File: src/rtl/iomem_pkg.sv
// Shared definitions for the iomem memory controller slice.
// Holds region decode defaults, timer register word offsets, FSM state
// encoding and a byte-merge helper used for strobed register writes.
package iomem_pkg;

  localparam logic [31:0] RAM_BASE_DEF   = 32'h4000_0000;
  localparam logic [31:0] RAM_MASK_DEF   = 32'h000F_FFFF;
  localparam logic [31:0] TIMER_BASE_DEF = 32'h3000_0000;
  localparam logic [31:0] ERR_RDATA_DEF  = 32'hDEAD_BEEF;

  // Timer word select, taken from addr[3:2]
  localparam logic [1:0] TMR_MTIME_LO = 2'd0;
  localparam logic [1:0] TMR_MTIME_HI = 2'd1;
  localparam logic [1:0] TMR_CMP_LO   = 2'd2;
  localparam logic [1:0] TMR_CMP_HI   = 2'd3;

  localparam logic [1:0] ST_IDLE     = 2'd0;
  localparam logic [1:0] ST_RAM_WAIT = 2'd1;
  localparam logic [1:0] ST_RESP     = 2'd2;
  localparam logic [1:0] ST_DONE     = 2'd3;

  typedef enum logic [1:0] {
    S_IDLE     = ST_IDLE,
    S_RAM_WAIT = ST_RAM_WAIT,
    S_RESP     = ST_RESP,
    S_DONE     = ST_DONE
  } state_e;

  function automatic logic [31:0] byte_merge(input logic [31:0] old_w,
                                             input logic [31:0] new_w,
                                             input logic [3:0]  strb);
    logic [31:0] res;
    res = old_w;
    for (int b = 0; b < 4; b++) begin
      if (strb[b]) res[8*b +: 8] = new_w[8*b +: 8];
    end
    return res;
  endfunction

endpackage

File: src/rtl/iomem_timer.sv
// 64-bit machine timer: free-running mtime, mtimecmp, byte-strobed writes,
// combinational read mux and a registered mtime >= mtimecmp interrupt.
// Ports:
//   clk_i, rst_n    clock, synchronous active-low reset
//   i_we            write this cycle (already qualified by decode/acceptance)
//   i_sel           word select (addr[3:2])
//   i_wdata/i_wstrb write data and byte strobes
//   o_rdata         word selected by i_sel, current value
//   o_irq           registered compare result
module iomem_timer
  import iomem_pkg::*;
(
  input  logic        clk_i,
  input  logic        rst_n,
  input  logic        i_we,
  input  logic [1:0]  i_sel,
  input  logic [31:0] i_wdata,
  input  logic [3:0]  i_wstrb,
  output logic [31:0] o_rdata,
  output logic        o_irq
);

  logic [63:0] r_mtime;
  logic [63:0] r_mtimecmp;
  logic        r_irq;

  always_comb begin
    o_rdata = '0;
    case (i_sel)
      TMR_MTIME_LO: o_rdata = r_mtime[31:0];
      TMR_MTIME_HI: o_rdata = r_mtime[63:32];
      TMR_CMP_LO:   o_rdata = r_mtimecmp[31:0];
      TMR_CMP_HI:   o_rdata = r_mtimecmp[63:32];
      default:      o_rdata = '0;
    endcase
  end

  always_ff @(posedge clk_i) begin
    if (!rst_n) begin
      r_mtime    <= '0;
      r_mtimecmp <= '1;
      r_irq      <= 1'b0;
    end else begin
      r_irq <= (r_mtime >= r_mtimecmp);
      // A write to either mtime half freezes the whole counter for that
      // cycle: only the written bytes change, no increment is applied.
      if (i_we && i_sel == TMR_MTIME_LO)
        r_mtime[31:0] <= byte_merge(r_mtime[31:0], i_wdata, i_wstrb);
      else if (i_we && i_sel == TMR_MTIME_HI)
        r_mtime[63:32] <= byte_merge(r_mtime[63:32], i_wdata, i_wstrb);
      else
        r_mtime <= r_mtime + 64'd1;
      if (i_we && i_sel == TMR_CMP_LO)
        r_mtimecmp[31:0] <= byte_merge(r_mtimecmp[31:0], i_wdata, i_wstrb);
      if (i_we && i_sel == TMR_CMP_HI)
        r_mtimecmp[63:32] <= byte_merge(r_mtimecmp[63:32], i_wdata, i_wstrb);
    end
  end

  assign o_irq = r_irq;

endmodule

File: src/rtl/iomem_mem_ctrl.sv
// iomem slave in front of the main-memory BRAM. Decodes RAM (with
// programmable read/write latency), a 64-bit machine timer, and an
// unmapped region that returns an error response. One transaction at a time.
// Ports:
//   clk_i, rst_n                   clock, synchronous active-low reset
//   iomem_valid/ready              request / one-cycle response pulse
//   iomem_wstrb/addr/wdata/rdata   request fields, response data
//   ram_addr_o/wdata_o/wstrb_o     BRAM word address, write data, byte enables
//   ram_rd_en_o, ram_rdata_i       BRAM read enable, 1-cycle read data
//   timer_irq_o                    mtime >= mtimecmp (registered)
//   bus_err_o, bus_err_sticky_o    unmapped-access pulse and sticky flag
//
// state    | meaning
// IDLE     | waiting for iomem_valid; timer/unmapped accesses done here
// RAM_WAIT | RAM access in flight, counting latency
// RESP     | iomem_ready high for one cycle
// DONE     | dead cycle so a held valid is not accepted twice
module iomem_mem_ctrl
  import iomem_pkg::*;
#(
  parameter logic [31:0] RAM_BASE_ADDR   = RAM_BASE_DEF,
  parameter logic [31:0] RAM_MASK_ADDR   = RAM_MASK_DEF,
  parameter int unsigned RAM_AW          = 17,
  parameter int unsigned RD_LATENCY      = 16,
  parameter int unsigned WR_LATENCY      = 16,
  parameter logic [31:0] TIMER_BASE_ADDR = TIMER_BASE_DEF,
  parameter logic [31:0] ERR_RDATA       = ERR_RDATA_DEF
) (
  input  logic              clk_i,
  input  logic              rst_n,
  input  logic              iomem_valid,
  output logic              iomem_ready,
  input  logic [3:0]        iomem_wstrb,
  input  logic [31:0]       iomem_addr,
  input  logic [31:0]       iomem_wdata,
  output logic [31:0]       iomem_rdata,
  output logic [RAM_AW-1:0] ram_addr_o,
  output logic [31:0]       ram_wdata_o,
  output logic [3:0]        ram_wstrb_o,
  output logic              ram_rd_en_o,
  input  logic [31:0]       ram_rdata_i,
  output logic              timer_irq_o,
  output logic              bus_err_o,
  output logic              bus_err_sticky_o
);

  // Counter is 0 in T1, so reaching LAT-1 on the next edge means it
  // currently holds LAT-2.
  localparam logic [7:0] RD_LAST = 8'(RD_LATENCY - 2);
  localparam logic [7:0] WR_LAST = 8'((WR_LATENCY >= 2) ? (WR_LATENCY - 2) : 0);

  state_e            r_state;
  logic [7:0]        r_cnt;
  logic              r_is_wr;
  logic [RAM_AW-1:0] r_ram_addr;
  logic [31:0]       r_wdata;
  logic [3:0]        r_ram_wstrb;
  logic              r_rd_en;
  logic              r_ready;
  logic [31:0]       r_rdata;
  logic              r_rd_pass;
  logic              r_err;
  logic              r_err_sticky;

  logic        w_ram_hit;
  logic        w_tmr_hit;
  logic        w_is_wr;
  logic        w_tmr_we;
  logic [31:0] w_tmr_rdata;

  assign w_ram_hit = (iomem_addr & ~RAM_MASK_ADDR) == RAM_BASE_ADDR;
  assign w_tmr_hit = (iomem_addr[31:4] == TIMER_BASE_ADDR[31:4]) && !w_ram_hit;
  assign w_is_wr   = (iomem_wstrb != 4'b0000);
  assign w_tmr_we  = (r_state == S_IDLE) && iomem_valid && w_tmr_hit && w_is_wr;

  iomem_timer u_timer (
    .clk_i   (clk_i),
    .rst_n   (rst_n),
    .i_we    (w_tmr_we),
    .i_sel   (iomem_addr[3:2]),
    .i_wdata (iomem_wdata),
    .i_wstrb (iomem_wstrb),
    .o_rdata (w_tmr_rdata),
    .o_irq   (timer_irq_o)
  );

  always_ff @(posedge clk_i) begin
    if (!rst_n) begin
      r_state      <= S_IDLE;
      r_cnt        <= '0;
      r_is_wr      <= 1'b0;
      r_ram_addr   <= '0;
      r_wdata      <= '0;
      r_ram_wstrb  <= '0;
      r_rd_en      <= 1'b0;
      r_ready      <= 1'b0;
      r_rdata      <= '0;
      r_rd_pass    <= 1'b0;
      r_err        <= 1'b0;
      r_err_sticky <= 1'b0;
    end else begin
      r_ready     <= 1'b0;
      r_rd_en     <= 1'b0;
      r_ram_wstrb <= '0;
      r_err       <= 1'b0;
      r_rd_pass   <= 1'b0;
      case (r_state)
        S_IDLE: begin
          if (iomem_valid) begin
            if (w_ram_hit) begin
              r_ram_addr <= iomem_addr[RAM_AW+1:2];
              r_wdata    <= iomem_wdata;
              r_is_wr    <= w_is_wr;
              r_cnt      <= '0;
              if (w_is_wr) begin
                r_ram_wstrb <= iomem_wstrb;
                r_rdata     <= '0;
                if (WR_LATENCY == 1) begin
                  r_ready <= 1'b1;
                  r_state <= S_RESP;
                end else begin
                  r_state <= S_RAM_WAIT;
                end
              end else begin
                r_rd_en <= 1'b1;
                r_state <= S_RAM_WAIT;
              end
            end else if (w_tmr_hit) begin
              r_rdata <= w_is_wr ? 32'h0 : w_tmr_rdata;
              r_ready <= 1'b1;
              r_state <= S_RESP;
            end else begin
              r_rdata      <= w_is_wr ? 32'h0 : ERR_RDATA;
              r_err        <= 1'b1;
              r_err_sticky <= 1'b1;
              r_ready      <= 1'b1;
              r_state      <= S_RESP;
            end
          end
        end
        S_RAM_WAIT: begin
          r_cnt <= r_cnt + 8'd1;
          // BRAM data is valid during T2 (counter = 1)
          if (!r_is_wr && r_cnt == 8'd1) r_rdata <= ram_rdata_i;
          if (r_cnt == (r_is_wr ? WR_LAST : RD_LAST)) begin
            r_ready <= 1'b1;
            // With a 2-cycle read, ready falls in T2 itself, before the
            // capture edge, so the BRAM output is passed straight through.
            r_rd_pass <= !r_is_wr && (r_cnt == 8'd0);
            r_state   <= S_RESP;
          end
        end
        S_RESP: r_state <= S_DONE;
        S_DONE: r_state <= S_IDLE;
      endcase
    end
  end

  assign iomem_ready      = r_ready;
  assign iomem_rdata      = r_rd_pass ? ram_rdata_i : r_rdata;
  assign ram_addr_o       = r_ram_addr;
  assign ram_wdata_o      = r_wdata;
  assign ram_wstrb_o      = r_ram_wstrb;
  assign ram_rd_en_o      = r_rd_en;
  assign bus_err_o        = r_err;
  assign bus_err_sticky_o = r_err_sticky;

endmodule

File: config.mk
export PLATFORM = sky130hd
export DESIGN_NAME = iomem_mem_ctrl
export DESIGN_NICKNAME = d
export VERILOG_FILES = /design/src/rtl/iomem_pkg.sv /design/src/rtl/iomem_timer.sv /design/src/rtl/iomem_mem_ctrl.sv
export SDC_FILE = /design/constraint.sdc
export NUM_CORES = 1
export LEC_CHECK = 0
export CAP_MARGIN = 10
export CORE_UTILIZATION = 49
export CTS_CLUSTER_DIAMETER = 30
export DETAILED_ROUTE_END_ITERATION = 12
export PLACE_DENSITY = 0.79
export SKIP_CTS_REPAIR_TIMING = 1
export SYNTH_ARGS = -nofsm -noshare
export SYNTH_HDL_FRONTEND = slang
export SYNTH_HIERARCHICAL = 1
export SYNTH_SLANG_ARGS = --single-unit
File: constraint.sdc
create_clock -name clk_i -period 7.7 [get_ports clk_i]
set_input_delay 1.925 -clock clk_i [delete_from_list [all_inputs] [get_ports clk_i]]
set_output_delay 1.925 -clock clk_i [all_outputs]
set_load 0.02 [all_outputs]
* Word level (Yosys, flattened, before mapping)
Cells that the tools add are included.
** Storage, ports and cells
- Bits in registers :: 230
- Input bits :: 103
- Output and inout bits :: 90
- Word-level logic and storage cells :: 134
** Cells by class
- Add/subtract/negate cells :: 2
- Magnitude comparators :: 1
- Eq/ne operators :: 24
- Muxes and demuxes :: 30
- Bitwise logic cells :: 6
- Reduce and logical (&&, ||, !) cells :: 42
** Operators by type and width (number)
- $mux W32 :: 11
- $pmux W32 S4 :: 1
- $add A64 B1 Y64 const B :: 1
- $ge A64 B64 Y1 :: 1
- $pmux W32 S2 :: 1
- $mux W8 :: 6
- $reduce_and A2 Y1 :: 17
- $eq A28 B26 Y1 const B :: 1
- $ne A2 B2 Y1 const B :: 12
- $pmux W8 S2 :: 1
- $eq A12 B11 Y1 const B :: 1
- $reduce_and A4 Y1 :: 3
- $logic_and A1 B1 Y1 :: 10
- $reduce_and A3 Y1 :: 3
- $add A8 B1 Y8 const B :: 1
- $eq A2 B2 Y1 const B :: 4
- $eq A8 B1 Y1 const B :: 1
- $eq A8 B4 Y1 const B :: 1
- $logic_not A8 Y1 :: 1
- $pmux W2 S4 :: 1
- $mux W2 :: 3
- $not A1 Y1 :: 6
- $mux W1 :: 5
- $reduce_and A5 Y1 :: 1
- other kinds (9) :: 12

* Logic depth before layout (Yosys ltp)
- Word-level depth :: 8
- Gate-level depth with buffers :: 11
- Gate-level depth less buffers :: 9

* Cells and area by module
The synthesis kept the hierarchy.
** By module, submodules not included
- iomem_timer :: instances 1, cells an instance 1080, area each 8929.8 um^2, seq. area each 2582.5 um^2
- iomem_mem_ctrl :: instances 1, cells an instance 543, area each 4625.7 um^2, seq. area each 2021.9 um^2

* Least setup slack after synthesis
No wires, ideal clock.
- Path type :: input-to-output
- Start point :: in ram_rdata_i[0]
- End point :: out iomem_rdata[0]
- Arrival time :: 2.230 ns
- Required time :: 5.775 ns
- Setup slack :: 3.545 ns
- Stages on the path :: 1
- Path buffers :: 0
- Path through :: mux2_2
** Between the ends
- Word-level cells in the longest chain between the ends :: 1
** RTL lines
- start, declared :: line iomem_mem_ctrl.sv:41 : input logic [31:0] ram_rdata_i,
- $mux W32 :: line iomem_mem_ctrl.sv:160 : assign iomem_rdata = r_rd_pass ? ram_rdata_i : r_rdata;
- end, declared :: line iomem_mem_ctrl.sv:36 : output logic [31:0] iomem_rdata,
No other way between the ends.

* Worst setup path after layout
- Start point :: in ram_rdata_i[24]
- End point :: out iomem_rdata[24]
Same word-level chain as after synthesis.

==> flow_summary.json <==
{
  "clock_power_share": 0.551,
  "drc_errors": 0,
  "finish.cell_count_without_fillers": 2167,
  "comb_power_share": 0.141,
  "synth_seq_cells": 230,
  "timing.critical_path.to_type": "output pin",
  "post_synth_instance_area_um2": 13600,
  "cts_tree": "yes",
  "hold_path_stages": 2,
  "clock_pin_slew_worst_setup_and_hold_paths_ns": 0.04,
  "unrepaired_setup_endpoints_after_global_routing": "no",
  "syn2layout_area_growth_pct": 29.1,
  "final.setup_skew_ns": 0.0291,
  "cellInternalPower_w": 0.00320,
  "average_routed_wire_per_standard_cell_um": 20.7,
  "io_buffer_count": 190,
  "timing.slew.headroom": 0.133,
  "vdd_ir_drop_max_mv": 0.155,
  "type_of_the_most_critical_hold_path": "flip-flop to flip-flop",
  "report.final.hold_viol_count": 0,
  "grt_max_degree": 75,
  "cp.arrival_ns": 3.20,
  "clock_buffer_count_from_cts": 51,
  "synthArstFlopShare": 0,
  "synth_top_cell_by_area": "dfxtp_1",
  "critical_path.startpoint_type": "input pin",
  "seqPwrFrac": 0.308,
  "viasPerCell": 6.38,
  "path_delay_family": "buffers and inverters",
  "cts_buffer_depth": 3,
  "run_status": "finished clean",
  "synth_cell_type_count": 85,
  "rows": 60,
  "cts.htree.levels": 2,
  "postRouteWirelength_um": 44800,
  "gp_congestion": 0.977,
  "timing_worst_setup_path_type": "input pin to output pin",
  "switchingPower_w": 0.00111,
  "detailroute.via_count": 13800,
  "crit_chain": "clkdlybuf4s50_1 > mux2_2 > clkdlybuf4s50_1",
  "initialDrtViolationCount": 1884,
  "seq_area_frac_synth": 0.340,
  "crit_buf_inv": 2,
  "synth_enable_flop_cells": 0,
  "swShare": 0.257,
  "cp_max_fanout": 2,
  "area_share_of_the_largest_cell_type_after_synthesis": 0.340,
  "critPathRequiredTime_ns": 5.78,
  "final_setup_violation_count": 0,
  "tightestPinTransition_ns": 1.29,
  "synth_flop_cell": "dfxtp_1",
  "dieWidth_um": 168,
  "synth_warnings": 6,
  "pin_count": 193,
  "power_density_nw_per_um2": 246,
  "clock_sinks": 230,
  "wire_length_of_the_first_global_routing_pass_um": 69700,
  "timing.reg2reg.worst_path_depth": 7,
  "synth.net_count": 1798,
  "design.final.nets": 1958,
  "antenna_cells_inserted": 0,
  "floorplan.initialDensity": 0.502,
  "netlist_instances": 1623,
  "grt.overflow.total": 0,
  "layout.filler_cells": 2140,
  "max_cap_viols": 0,
  "leakage_nw": 6.79,
  "clock_latency_ns": 0.56,
  "die_height_um": 168,
  "critical_path_depth": 3,
  "worst_hold_slack_ns": 0.451,
  "dp_cells": 2070,
  "upper_clock_frequency_limit_mhz": 195,
  "number_of_antenna_violations_at_the_first_check_in_global_routing": 4,
  "crit_path_top_delay_cell": "clkdlybuf4s50_1",
  "ys_top_cells_by_count": "nand2_1 (268), dfxtp_1 (230), o21ai_0 (121)",
  "grt_util_all_layers": 0.309,
  "setup-tns-final_ns": 0,
  "buffer_cell_driving_the_clock_tree_root": "clkbuf_16",
  "period_needed_ns": 5.12,
  "timing.final.max_slew_violations": 0,
  "synth_area_leaders": "dfxtp_1 (34%), nand2_1 (7.4%), ha_1 (6.6%)",
  "hpwlAfterDp_um": 30600,
  "synthMostInstantiatedCell": "nand2_1",
  "period_share": 0.665,
  "cp_slowest_stage_delay_ns": 0.53,
  "core_um2": 27000,
  "final_layout_size_suffix_gt1_frac": 0.130,
  "number_of_optimization_iterations_in_the_first_detailed_route_pass": 6,
  "synthesis.area_per_instance_um2": 8.35,
  "grt_pass1_vias": 12900,
  "antenna_violating_nets_post_route": 0,
  "most_common_cell_on_crit_path": "clkdlybuf4s50_1",
  "fp.dieArea_um2": 28300
}
-- power groups by stage --
stage / Sequential (W) / Clock, W / Combinational [W]
global placement: 0.00134 / 0 / 0.000587
detailed placement: 0.00134 / 0 / 0.000596
finish: 0.00132 / 0.00237 / 0.000607
CTS: 0.00132 / 0.00239 / 0.000603
floorplan: 0.00134 / 0 / 0.000364
global route: 0.00133 / 0.00246 / 0.000654
-- flip-flops by register name, summed over array words and instances (netlist names), 2 cells and up --
| name | flops |
|---|---|
| r_rdata | 32 |
| u_timer/r_mtime | 64 |
| ram_wstrb_o | 4 |
| u_timer/r_mtimecmp | 64 |
| ram_addr_o | 17 |
| ram_wdata_o | 32 |
| r_state | 2 |
| r_cnt | 8 |
-- worst register-to-register path: stages, from the launching register on --
cell	delay [ns]
dfxtp_1	0.56
ha_1	0.32
a21oi_1	0.16
o21ai_0	0.15
a221o_1	0.43
o31a_1	0.37
a2111oi_0	0.83
o21ai_0	0.27
-- logic make-up (layout without fill, tap and decap cells) --
family,after synthesis,after routing,share of synthesized area
simple gates,574,574,0.215
compound gates,461,461,0.219
flops,230,230,0.340
buf+inv,191,394,0.0565
mux,87,87,0.0982
fa+ha+maj,72,72,0.0665
xor+xnor,7,7,0.00452
other cells,1,1,0.000277
-- metrics by stage --
stage / area (um2) / power [W] / utilization / setup WS [ns]
2_1_floorplan: 13600 / 0.00170 / - / 3.54
3_3_place_gp: 15600 / 0.00193 / 0.577 / 2.39
3_5_place_dp: 15600 / 0.00194 / 0.577 / 2.32
4_1_cts: 17500 / 0.00432 / 0.647 / 2.58
5_1_grt: 17500 / 0.00444 / 0.648 / 2.54
6_report: 17500 / 0.00431 / 0.648 / 2.58
-- per-layer routing --
| metal | global-route usage | share of wire | vias to the layer above |
|---|---|---|---|
| met5 | 0 | 0.00036 | - |
| met4 | 0.142 | 0.040 | 2 |
| met3 | 0.0595 | 0.10 | 150 |
| met2 | 0.492 | 0.45 | 805 |
| met1 | 0.403 | 0.40 | 6563 |
| li1 | - | - | 6314 |
-- layout make-up --
cell class / instances / area (um2) / area share
Clock buffer: 64 / 1430 / 0.0814
Clock inverter: 32 / 482 / 0.0275
Inverter: 90 / 338 / 0.0193
Multi-Input combinational cell: 1202 / 8200 / 0.469
Sequential cell: 230 / 4600 / 0.263
Tap cell: 341 / 427 / 0.0244
Timing Repair Buffer: 208 / 2020 / 0.116
-- cell usage in the layout, fill, tap and decap left out, types with 24 or more instances in the layout --
cell               n
o21ai_0          121
nand2_1          267
a21boi_0          33
o211ai_1          69
ha_1              72
clkdlybuf4s50_1  187
clkbuf_16         51
nor2_1            67
nand3_1           40
nor3_1            38
dfxtp_1          230
mux4_2            31
inv_1             88
a21boi_1          24
a21oi_1           86
mux2_2            45
nand4_1           40
a31oi_1           30
-- worst paths after layout --
path	from	slack (ns)	end
setup / recovery	ram_rdata_i[24]	2.58	iomem_rdata[24]
hold / removal	ram_wdata_o[24]	0.45	ram_wdata_o[24]
setup reg to reg	u_timer/r_mtime[7]	4.43	u_timer/o_irq
hold reg to reg	ram_wdata_o[24]	0.45	ram_wdata_o[24]
(Power assumes the default switching activity.)
==> variant: new RTL, same settings <==
Put a register stage on the output `timer_irq_o`, cleared by the reset. The value now appears one clock later. The other outputs are not delayed to match. Comments in the files are not updated.
--- a/src/rtl/iomem_mem_ctrl.sv
+++ b/src/rtl/iomem_mem_ctrl.sv
@@ -50,4 +50,6 @@
   localparam logic [7:0] WR_LAST = 8'((WR_LATENCY >= 2) ? (WR_LATENCY - 2) : 0);
 
+  logic timer_irq_d;
+
   state_e            r_state;
   logic [7:0]        r_cnt;
@@ -82,5 +84,5 @@
     .i_wstrb (iomem_wstrb),
     .o_rdata (w_tmr_rdata),
-    .o_irq   (timer_irq_o)
+    .o_irq   (timer_irq_d)
   );
 
@@ -166,4 +168,12 @@
   assign bus_err_sticky_o = r_err_sticky;
 
+  always_ff @(posedge clk_i) begin
+    if (!rst_n) begin
+      timer_irq_o <= '0;
+    end else begin
+      timer_irq_o <= timer_irq_d;
+    end
+  end
+
 endmodule
 
Behaviour: no difference found for any inputs over 4 cycles, from zero or initial values and one cycle with rst_n low; that may be too few to reach the edited logic, so the function may still have changed.
==> variant against the unedited design <==
Synthesized area is 0.50% higher. Final area is 0.79% higher. Count of clock-buffer cells in the layout is 2 higher. Routed wire length is 0.92% higher. Total power is 2.0% higher. Setup slack worse by 0.012 ns. Sequential share of layout area is 0.094 points lower. Sequential cell count is 1 higher. Highest routed layer is now met4.
==> variant: results (changes against the unedited design) <==
[synthesis]
synth_compound_area_share_pct = 21.92  ; was 21.94%
synthFlopType = dfxtp_1  ; unchanged
ys_types = 88  ; was 85
synthMuxAreaShare_pct = 9.772  ; was 9.821%
ys_seq_area_share_pct = 33.95  ; was 33.97%
synth_fa_ha_area_share_pct = 6.613  ; was 6.646%
yosys-top-cells-area = dfxtp_1, nand2_1, ha_1  ; unchanged
synthTopCellsByCount = nand2_1, dfxtp_1, o21ai_0  ; unchanged
synth-xor-area-share_pct = 0.4500  ; was 0.4523%
synth_most_common_cell = nand2_1  ; unchanged
avgSynthCellArea_um2 = 8.378  ; was 8.352 um^2
syn-num-nets = 1801  ; was 1798

[worst_setup_path]
crit_family = buffers and inverters  ; unchanged
cp_slowest_cell = clkdlybuf4s50_1  ; unchanged
cp.arrival_ns = 3.21  ; was 3.20 ns
crit_path_start_kind = input port  ; unchanged
max_stage_delay_ns = 0.54

[power]
power_frac_comb_pct = 13.9  ; was 14.1%
peakVddDrop_v = 0.0001807  ; was 0.0001555 V
internal-power_mw = 3.286  ; was 3.201 mW
switching_share_pct = 25.18  ; was 25.67%
leakage_nw = 6.816  ; was 6.787 nW
power_leader = clock  ; unchanged

[route]
totalWireLength_mm = 45.22  ; was 44.81 mm
drt_iter0_markers = 1769  ; was 1884
routed_via_density = 6.236  ; was 6.384

[run_status]
status = completed  ; unchanged

[place]
gp_congestion = 0.9508  ; was 0.9769
postPlaceCellArea_um2 = 15670  ; was 15590 um^2
post-dp-hpwl_mm = 30.91  ; was 30.61 mm
dp.cells = 2103  ; was 2070
place_ws_ns = 2.373  ; was 2.322 ns
io_buffers = 190  ; unchanged

[sta]
skew_ns = 0.01457  ; was 0.02909 ns
worst_slew_pin_slew_ns = 1.322  ; was 1.288 ns

[global_routing]
antenna_found_initial = 3  ; was 4
grt_pass1_vias = 12859  ; was 12909
grt_max_degree = 115  ; was 75
grt_pass1_wl_mm = 70.41  ; was 69.70 mm
grt_util_all_layers_pct = 31.07  ; was 30.85%

[cts]
ctsLongestPathBuffers = 3  ; unchanged
cts-buffers-inserted = 53  ; was 51
cts_root_buf = clkbuf_16  ; unchanged

[layout]
finish.net_count = 1962  ; was 1958
drive_above_1_share_pct = 13.01  ; was 13.03%
final_cells = 2202  ; was 2167

[variant: layer usage]
layer  up-vias  part of all wire [%]  track usage (%)
met5         -                     0                0
met4         0                   3.2            12.41
met3       134                    11            5.939
met2       763                    47            50.43
met1      6531                    40            40.63
li1       6304                     -                -
[variant: path summary, 6_finish.rpt]
path / slack (ns) / endpoint / cells after the start / from
worst max register to register: 4.33 / u_timer/o_irq$_SDFF_PN0_ / 7 / u_timer/r_mtime[7]$_SDFFE_PN0P_
worst min-delay path: 0.43 / timer_irq_o$_SDFF_PN0_ / 1 / u_timer/o_irq$_SDFF_PN0_
worst min register to register: 0.43 / timer_irq_o$_SDFF_PN0_ / 1 / u_timer/o_irq$_SDFF_PN0_
worst max-delay path: 2.56 / iomem_rdata[6] / 3 / ram_rdata_i[6]
[variant: cell type report]
cell class	count	area (um^2)
inverter	90	337.8
multi-input combinational	1204	8220
clock inverter	31	473.0
tap	372	465.4
fill	2163	9463
sequential	231	4624
antenna	1	2.502
clock buffer	66	1488
timing repair buffer	207	2027
